==> src/rtl/stage_trace_buffer.sv <==
// Hardware trace probe that qualifies and timestamps pipeline stage words and queues them in a FWFT FIFO.
// Define STAGE_TRACE_TIMESTAMP_EN to build the timestamp counter and per-entry timestamp storage.
module stage_trace_buffer #(
    parameter int DATA_W = 41,
    parameter int DEPTH  = 16,
    parameter int TS_W   = 16
) (
    input  logic                     clock,
    input  logic                     reset,
    input  logic                     clear,
    input  logic                     cap_en,
    input  logic                     change_only,
    input  logic                     stage_valid,
    input  logic [DATA_W-1:0]        stage_data,
    output logic                     rd_valid,
    input  logic                     rd_ready,
    output logic [DATA_W-1:0]        rd_data,
    output logic [TS_W-1:0]          rd_ts,
    output logic [$clog2(DEPTH):0]   count,
    output logic                     overflow,
    output logic [7:0]               drop_cnt
);

    localparam int AW = $clog2(DEPTH);
    localparam int CW = AW + 1;
    localparam logic [CW-1:0] FULL = CW'(DEPTH);

    logic [AW-1:0]     wr_ptr;
    logic [AW-1:0]     rd_ptr;
    logic [CW-1:0]     count_q;
    logic [DATA_W-1:0] last_data;
    logic              last_vld;
    logic              overflow_q;
    logic [7:0]        drop_cnt_q;

    logic candidate;
    logic pop;
    logic push;
    logic drop;

    // NOTE: memory arrays carry no reset; emptiness is tracked by count_q and outputs are gated by it.
    logic [DATA_W-1:0] data_mem [DEPTH];

    // A dropped candidate still updates last_data, so change detection sees every qualified sample.
    assign candidate = cap_en & stage_valid &
                       (~change_only | ~last_vld | (stage_data != last_data));
    assign rd_valid  = (count_q != '0);
    assign pop       = rd_valid & rd_ready;
    assign push      = candidate & ((count_q != FULL) | pop);
    assign drop      = candidate & (count_q == FULL) & ~pop;

    always_ff @(posedge clock) begin
        if (push && !clear) begin
            data_mem[wr_ptr] <= stage_data;
        end
    end

    always_ff @(posedge clock or posedge reset) begin
        if (reset) begin
            wr_ptr     <= '0;
            rd_ptr     <= '0;
            count_q    <= '0;
            last_data  <= '0;
            last_vld   <= 1'b0;
            overflow_q <= 1'b0;
            drop_cnt_q <= '0;
        end else if (clear) begin
            wr_ptr     <= '0;
            rd_ptr     <= '0;
            count_q    <= '0;
            last_vld   <= 1'b0;
            overflow_q <= 1'b0;
            drop_cnt_q <= '0;
        end else begin
            if (candidate) begin
                last_data <= stage_data;
                last_vld  <= 1'b1;
            end
            if (push) begin
                wr_ptr <= wr_ptr + AW'(1);
            end
            if (pop) begin
                rd_ptr <= rd_ptr + AW'(1);
            end
            unique case ({push, pop})
                2'b10:   count_q <= count_q + CW'(1);
                2'b01:   count_q <= count_q - CW'(1);
                default: count_q <= count_q;
            endcase
            if (drop) begin
                overflow_q <= 1'b1;
                if (drop_cnt_q != 8'hFF) begin
                    drop_cnt_q <= drop_cnt_q + 8'd1;
                end
            end
        end
    end

    assign rd_data  = rd_valid ? data_mem[rd_ptr] : '0;
    assign count    = count_q;
    assign overflow = overflow_q;
    assign drop_cnt = drop_cnt_q;

`ifdef STAGE_TRACE_TIMESTAMP_EN
    logic [TS_W-1:0] ts;
    logic [TS_W-1:0] ts_mem [DEPTH];

    // Free-running; clear leaves it alone so captures after a flush keep absolute time.
    always_ff @(posedge clock or posedge reset) begin
        if (reset) begin
            ts <= '0;
        end else begin
            ts <= ts + TS_W'(1);
        end
    end

    always_ff @(posedge clock) begin
        if (push && !clear) begin
            ts_mem[wr_ptr] <= ts;
        end
    end

    assign rd_ts = rd_valid ? ts_mem[rd_ptr] : '0;
`else
    assign rd_ts = '0;
`endif

endmodule

==> config.mk <==
export PLATFORM = sky130hd
export DESIGN_NAME = stage_trace_buffer
export DESIGN_NICKNAME = d
export VERILOG_FILES = /design/src/rtl/stage_trace_buffer.sv
export SDC_FILE = /design/constraint.sdc
export NUM_CORES = 1
export LEC_CHECK = 0
export CORE_MARGIN = 4
export CORE_UTILIZATION = 65
export CTS_BUF_LIST = sky130_fd_sc_hd__clkbuf_8
export CTS_CLUSTER_SIZE = 14
export DETAILED_ROUTE_END_ITERATION = 8
export GPL_TIMING_DRIVEN = 0
export PLACE_DENSITY = 0.93
export SYNTH_ARGS = -nofsm -noshare
export SYNTH_HDL_FRONTEND = slang
export SYNTH_SLANG_ARGS = --single-unit
==> constraint.sdc <==
create_clock -name clock -period 12.7 [get_ports clock]
set_clock_uncertainty 0.15 [all_clocks]
set_input_delay 1.27 -clock clock [delete_from_list [all_inputs] [get_ports clock]]
set_output_delay 1.27 -clock clock [all_outputs]
set_load 0.05 [all_outputs]
==> reports/metrics.yaml, run 1 <==
status: "completed"
maxSlewViolCount: 0
dieHeight_um: 218
yosysSeqAreaShare: 0.745
layout_commonest_cell: "edfxtp_1"
die_area_um2: 47400
initial_core_util: 0.661
critPathArrivalTime_ns: 4.71
ioPinCount: 120
drc: 0
track_usage: 0.303
cts_setup_buffers: 0
yosys.area.top_type_share: 0.689
crit_type: "flop to primary output"
timing.final.crit_share: 0.482
synth-seq-cells: 720
final_layout_size_suffix_gt1_frac: 0.308
synth_compound_area_frac: 0.00530
synthSimpleGateAreaFrac: 0.0283
yosys_warnings: 0
via_count: 14925
wl_um: 69700
worstMarginPinSlew_ns: 1.21
fin_nets: 1642
setup_ws_ns: 6.57
syn_inst: 1287
drtIter0Drc: 2122
ctsHtreeMaxLevel: 3
synth_area_per_cell_um2: 22.2
dr.pass1.iters: 5
post-route-util: 0.770
rsz0062_at_grt: "no"
grt_pass1_vias: 15901
required_ns: 11.28
ctsHoldBuffers: 0
clk_latency_ns: 0.69
yosys-top-cells-area: "edfxtp_1 (69%), mux4_2 (16%), dfrtp_1 (5.6%)"
vias_per_cell: 6.61
diodes: 0
wl_per_cell_um: 30.9
grt_start_max_net_pins: 43
clockBufferDepth: 3
synth_cell_type_count: 46
cts.sink_count: 720
ir_worst_vdd_v: 0.000226
setup-violations-final: 0
antenna_found_initial: 0
max_freq_ghz: 0.163
synth_top_family_by_area: "multiplexers"
p_leak_nw: 11.0
cts_buffers: 108
place_ws_ns: 6.35
cts_tree: "yes"
finalHoldViolations: 0
path_max_fanout: 10
gp_congestion: 0.806
synthFlopType: "edfxtp_1"
min_period_ns: 6.13
die_x_um: 218
clk_pin_slew_ns: 0.06
end_kind: "primary output"
synth_top_cell_by_area: "edfxtp_1"
rows: 76
fin_tns_setup_ns: 0
worstSetupStartpointType: "flop"
maxCapViolCount: 0
synthXorXnorAreaFrac: 0.0147
power_density_nw_per_um2: 182
place_hpwl_um: 45600
synth_edf_count: 656
synthMuxAreaShare: 0.185
netlist_area_um2: 28600
postRouteAntennaNets: 0
max_slew_margin: 0.185
ctsRootBufferMaster: "clkbuf_8"
synth_async_sr_flop_share: 0.0889
layout_common_cells: "edfxtp_1 (656), mux4_2 (205), clkbuf_8 (113), clkdlybuf4s50_1 (102), buf_4 (67)"
grt_pass1_wl_um: 104000
core_um2: 43300
grt_overflow: 0
port_buffers: 102
hold_class: "flop to flop"
cts_resized: 0
synth_fa_ha_area_frac: 0.00464
area_delta_synth_final_pct: 16.5
final timing paths:
kind | from | endpoint | slack, ns | cells after the start
max | rd_ptr[0]$_DFFE_PP0P_ | rd_data[19] | 6.57 | 7
min | last_data[26]$_DFFE_PP0P_ | last_data[26]$_DFFE_PP0P_ | 0.39 | 1
max reg2reg | last_data[34]$_DFFE_PP0P_ | data_mem[9][15]$_DFFE_PP_ | 8.14 | 10
min reg2reg | last_data[26]$_DFFE_PP0P_ | last_data[26]$_DFFE_PP0P_ | 0.39 | 1
max in group asynchronous | reset | last_data[17]$_DFFE_PP0P_ | 10.94 | 3
min in group asynchronous | reset | count[4]$_DFFE_PP0P_ | 0.81 | 2
routing by layer:
metal	wire length, um	GRT usage	part of all wire
met5	0	0	0
met4	2490	0.110	0.036
met3	7220	0.0574	0.10
met2	35700	0.507	0.51
met1	24300	0.410	0.35
per-stage QoR:
step	hold WS (ns)	instance area (um2)	cells	power (mW)
2_1_floorplan	0.317	28600	1302	3.78
3_3_place_gp	0.360	30400	1989	4.26
3_5_place_dp	0.366	31300	2059	4.33
4_1_cts	0.381	33300	2259	6.08
5_1_grt	0.404	33300	2259	6.28
6_report	0.385	33300	2259	6.07
flip-flops by register name, indices dropped and copies added, names as in the netlist:
register,count
count,5
data_mem,656
drop_cnt,8
last_data,41
last_vld,1
overflow,1
rd_ptr,4
wr_ptr,4
Yosys cell counts, types with 7 or more instances:
cell type	count
nand2_1	13
nor4_1	15
ha_1	9
mux2_4	39
edfxtp_1	656
and2_1	44
buf_2	14
buf_4	17
clkbuf_1	40
a21oi_1	7
nand4_1	7
nor2_1	26
inv_1	14
dfrtp_1	64
mux4_2	205
xnor2_1	7
xor2_1	41
kinds of logic (layout without fill, tap and decap cells):
group,count (synthesis),after routing
AND/OR/NAND/NOR,138,138
flip-flops,720,720
adder cells (fa/ha/maj),10,10
AO/OA/AOI/OAI,22,22
other,1,16
multiplexers,253,253
XOR/XNOR,48,48
buffers and inverters,95,467
critical path, cell delays in order (launching register included):
cell and delay [ns]:
dfrtp_1 0.36, clkbuf_1 0.25, clkbuf_1 0.51, buf_1 0.87, mux4_2 0.60, mux4_2 0.52, and2_1 0.20, clkdlybuf4s50_1 0.70
area by class of cell:
class                      instances  area, um2
clock buffer                     113       1560
buffer                            81        415
fill                            2064       9960
inverter                          14       52.6
clock inverter                    87        470
multi-input combinational        487       7000
tap                              585        732
sequential                       720      21300
timing repair buffer             172       1790
where the power goes:
group | total [mW] | switching [mW] | internal, mW
Clock | 1.78 | 0.873 | 0.905
Combinational | 1.62 | 0.979 | 0.639
Sequential | 2.67 | 0.0383 | 2.63
No activity file was read; power rests on OpenSTA's default activity.
==> run 2, diff against run 1 <==
--- a/config.mk
+++ b/config.mk
@@ -6,12 +6,12 @@
 export NUM_CORES = 1
 export LEC_CHECK = 0
 export CORE_MARGIN = 4
-export CORE_UTILIZATION = 65
+export CORE_UTILIZATION = 63
 export CTS_BUF_LIST = sky130_fd_sc_hd__clkbuf_8
 export CTS_CLUSTER_SIZE = 14
 export DETAILED_ROUTE_END_ITERATION = 8
 export GPL_TIMING_DRIVEN = 0
-export PLACE_DENSITY = 0.93
+export PLACE_DENSITY = 0.9
 export SYNTH_ARGS = -nofsm -noshare
 export SYNTH_HDL_FRONTEND = slang
 export SYNTH_SLANG_ARGS = --single-unit
==> constraint.sdc (replaced) <==
create_clock -name clock -period 6.25 [get_ports clock]
set_clock_uncertainty 0.15 [all_clocks]
set_input_delay 0.625 -clock clock [delete_from_list [all_inputs] [get_ports clock]]
set_output_delay 0.625 -clock clock [all_outputs]
set_load 0.05 [all_outputs]
==> run 2 against run 1 <==
Core utilization shrank 2.5 points. Largest power group unchanged. Non-clock buffer count shrank 1. Highest routed layer unchanged. Combinational power grew 100%. Global-route usage shrank 1.7 points. Via count shrank 1.4%.
==> reports/metrics.yaml, run 2 (same netlist as run 1, synthesis figures left out) <==
status: "completed"
layout_common_cells: "edfxtp_1 (656), mux4_2 (205), clkbuf_8 (115), clkdlybuf4s50_1 (102), buf_4 (65)"
place_ws_ns: 0.737
ctsHoldBuffers: 0
drtIter0Drc: 2123
max_slew_margin: 0.227
grt_start_max_net_pins: 43
die_x_um: 221
multi_input_area_um2: 7000
p_int_mw: 8.42
wl_per_cell_um: 30.9
grt_overflow: 0
end_kind: "primary output"
place_hpwl_um: 44400
clk_latency_ns: 0.71
maxSlewViolCount: 0
finalPower_mw: 12.3
ctsRootBufferMaster: "clkbuf_8"
dr.pass1.iters: 6
cts_setup_buffers: 0
layout_commonest_cell: "edfxtp_1"
final_layout_size_suffix_gt1_frac: 0.307
area_delta_synth_final_pct: 15.9
port_buffers: 102
path_max_fanout: 10
place_inst: 2065
timing.final.crit_share: 0.891
p_sw_frac: 0.313
cts.sink_count: 720
fin_nets: 1640
whs_ns: 0.150
setup_ws_ns: 0.680
cts_tree: "yes"
combPwrFrac: 0.268
grt_pass1_wl_um: 103000
cts_buffers: 107
power_density_nw_per_um2: 370
antenna_found_initial: 1
largest_reg_flops: 656
grt_pass1_vias: 15577
postRouteAntennaNets: 0
clk_pin_slew_ns: 0.06
gp_congestion: 0.805
vias_per_cell: 6.52
fillers: 2287
worstMarginPinSlew_ns: 1.16
required_ns: 5.47
rsz0062_at_grt: "no"
finalHoldViolations: 0
hold_class: "primary input to async pin"
initial_core_util: 0.642
post_layout_nonfiller_instances: 2255
power_switching_mw: 3.84
crit_type: "flop to primary output"
min_period_ns: 5.57
ctsHtreeMaxLevel: 3
ioPinCount: 120
drc: 0
track_usage: 0.287
critPathArrivalTime_ns: 4.79
clockBufferDepth: 3
maxCapViolCount: 0
largest-register: "data_mem"
wl_um: 69600
setup-violations-final: 0
dieHeight_um: 221
seqPwrFrac: 0.443
rows: 77
ir_worst_vdd_v: 0.000288
max_freq_ghz: 0.180
p_clk_frac: 0.289
cts_resized: 0
core_um2: 44500
p_leak_nw: 10.9
die_area_um2: 48800
regArea_um2: 21300
worstSetupStartpointType: "flop"
via_count: 14709
-- run 2: changes by cell type in the layout (fill, tap and decap cells not counted), moves of 2 or more --
cell,previous run,this run
clkbuf_8,113,115
buf_4,67,65
buf_12,3,7
buf_16,8,0
inv_1,46,39
bufinv_16,4,2
clkinv_2,15,10
buf_6,11,17
-- run 2: final timing paths --
check | from | end | slack, ns | cells after the start
max in group asynchronous | reset | last_data[2]$_DFFE_PP0P_ | 5.17 | 3
max | rd_ptr[0]$_DFFE_PP0P_ | rd_data[19] | 0.68 | 7
min reg2reg | last_data[32]$_DFFE_PP0P_ | last_data[32]$_DFFE_PP0P_ | 0.39 | 1
min | reset | drop_cnt[4]$_DFFE_PP0P_ | 0.15 | 2
min in group clock | clear | wr_ptr[3]$_DFFE_PP0P_ | 0.23 | 3
max reg2reg | last_data[38]$_DFFE_PP0P_ | data_mem[10][21]$_DFFE_PP_ | 1.80 | 11
-- run 2: final cells by class --
| class | instances | share of cell area |
|---|---|---|
| plain buffers | 81 | 0.0125 |
| repair buffers | 171 | 0.0508 |
| clock inverters | 74 | 0.0111 |
| inverters | 14 | 0.00159 |
| flip-flops and latches | 720 | 0.643 |
| multi-input cells | 487 | 0.211 |
| well taps | 592 | 0.0223 |
| diodes | 1 | 0.0000755 |
| clock buffers | 115 | 0.0478 |
-- run 2: critical path, stage by stage, from the launching register on --
cell	delay, ns
dfrtp_1	0.38
clkbuf_1	0.29
clkbuf_1	0.48
buf_1	0.91
mux4_2	0.63
mux4_2	0.51
and2_1	0.19
clkdlybuf4s50_1	0.70
-- run 2: metrics by stage --
step                      cell area, um2  setup TNS (ns)  utilization
after floorplan                    28700          -41.85            -
after global placement             30400        -2120.88        0.683
after detailed placement           31200               0        0.701
after CTS                          33100               0        0.745
after global routing               33100               0        0.745
final                              33100               0        0.745
-- run 2: power by group through the flow --
stage,Combinational [mW],Sequential (mW),Clock (mW)
finish,3.28,5.43,3.55
global route,3.42,5.43,3.82
CTS,3.29,5.42,3.56
detailed placement,3.26,5.52,0
global placement,3.16,5.51,0
floorplan,2.13,5.55,0
-- run 2: layer usage --
metal / GRT usage / vias to the layer above / wire length (um)
met1: 0.393 / 7569 / 24800
met5: 0 / - / 0
met3: 0.0600 / 176 / 7080
li1: - / 5890 / -
met2: 0.473 / 1074 / 35300
met4: 0.0968 / 0 / 2330
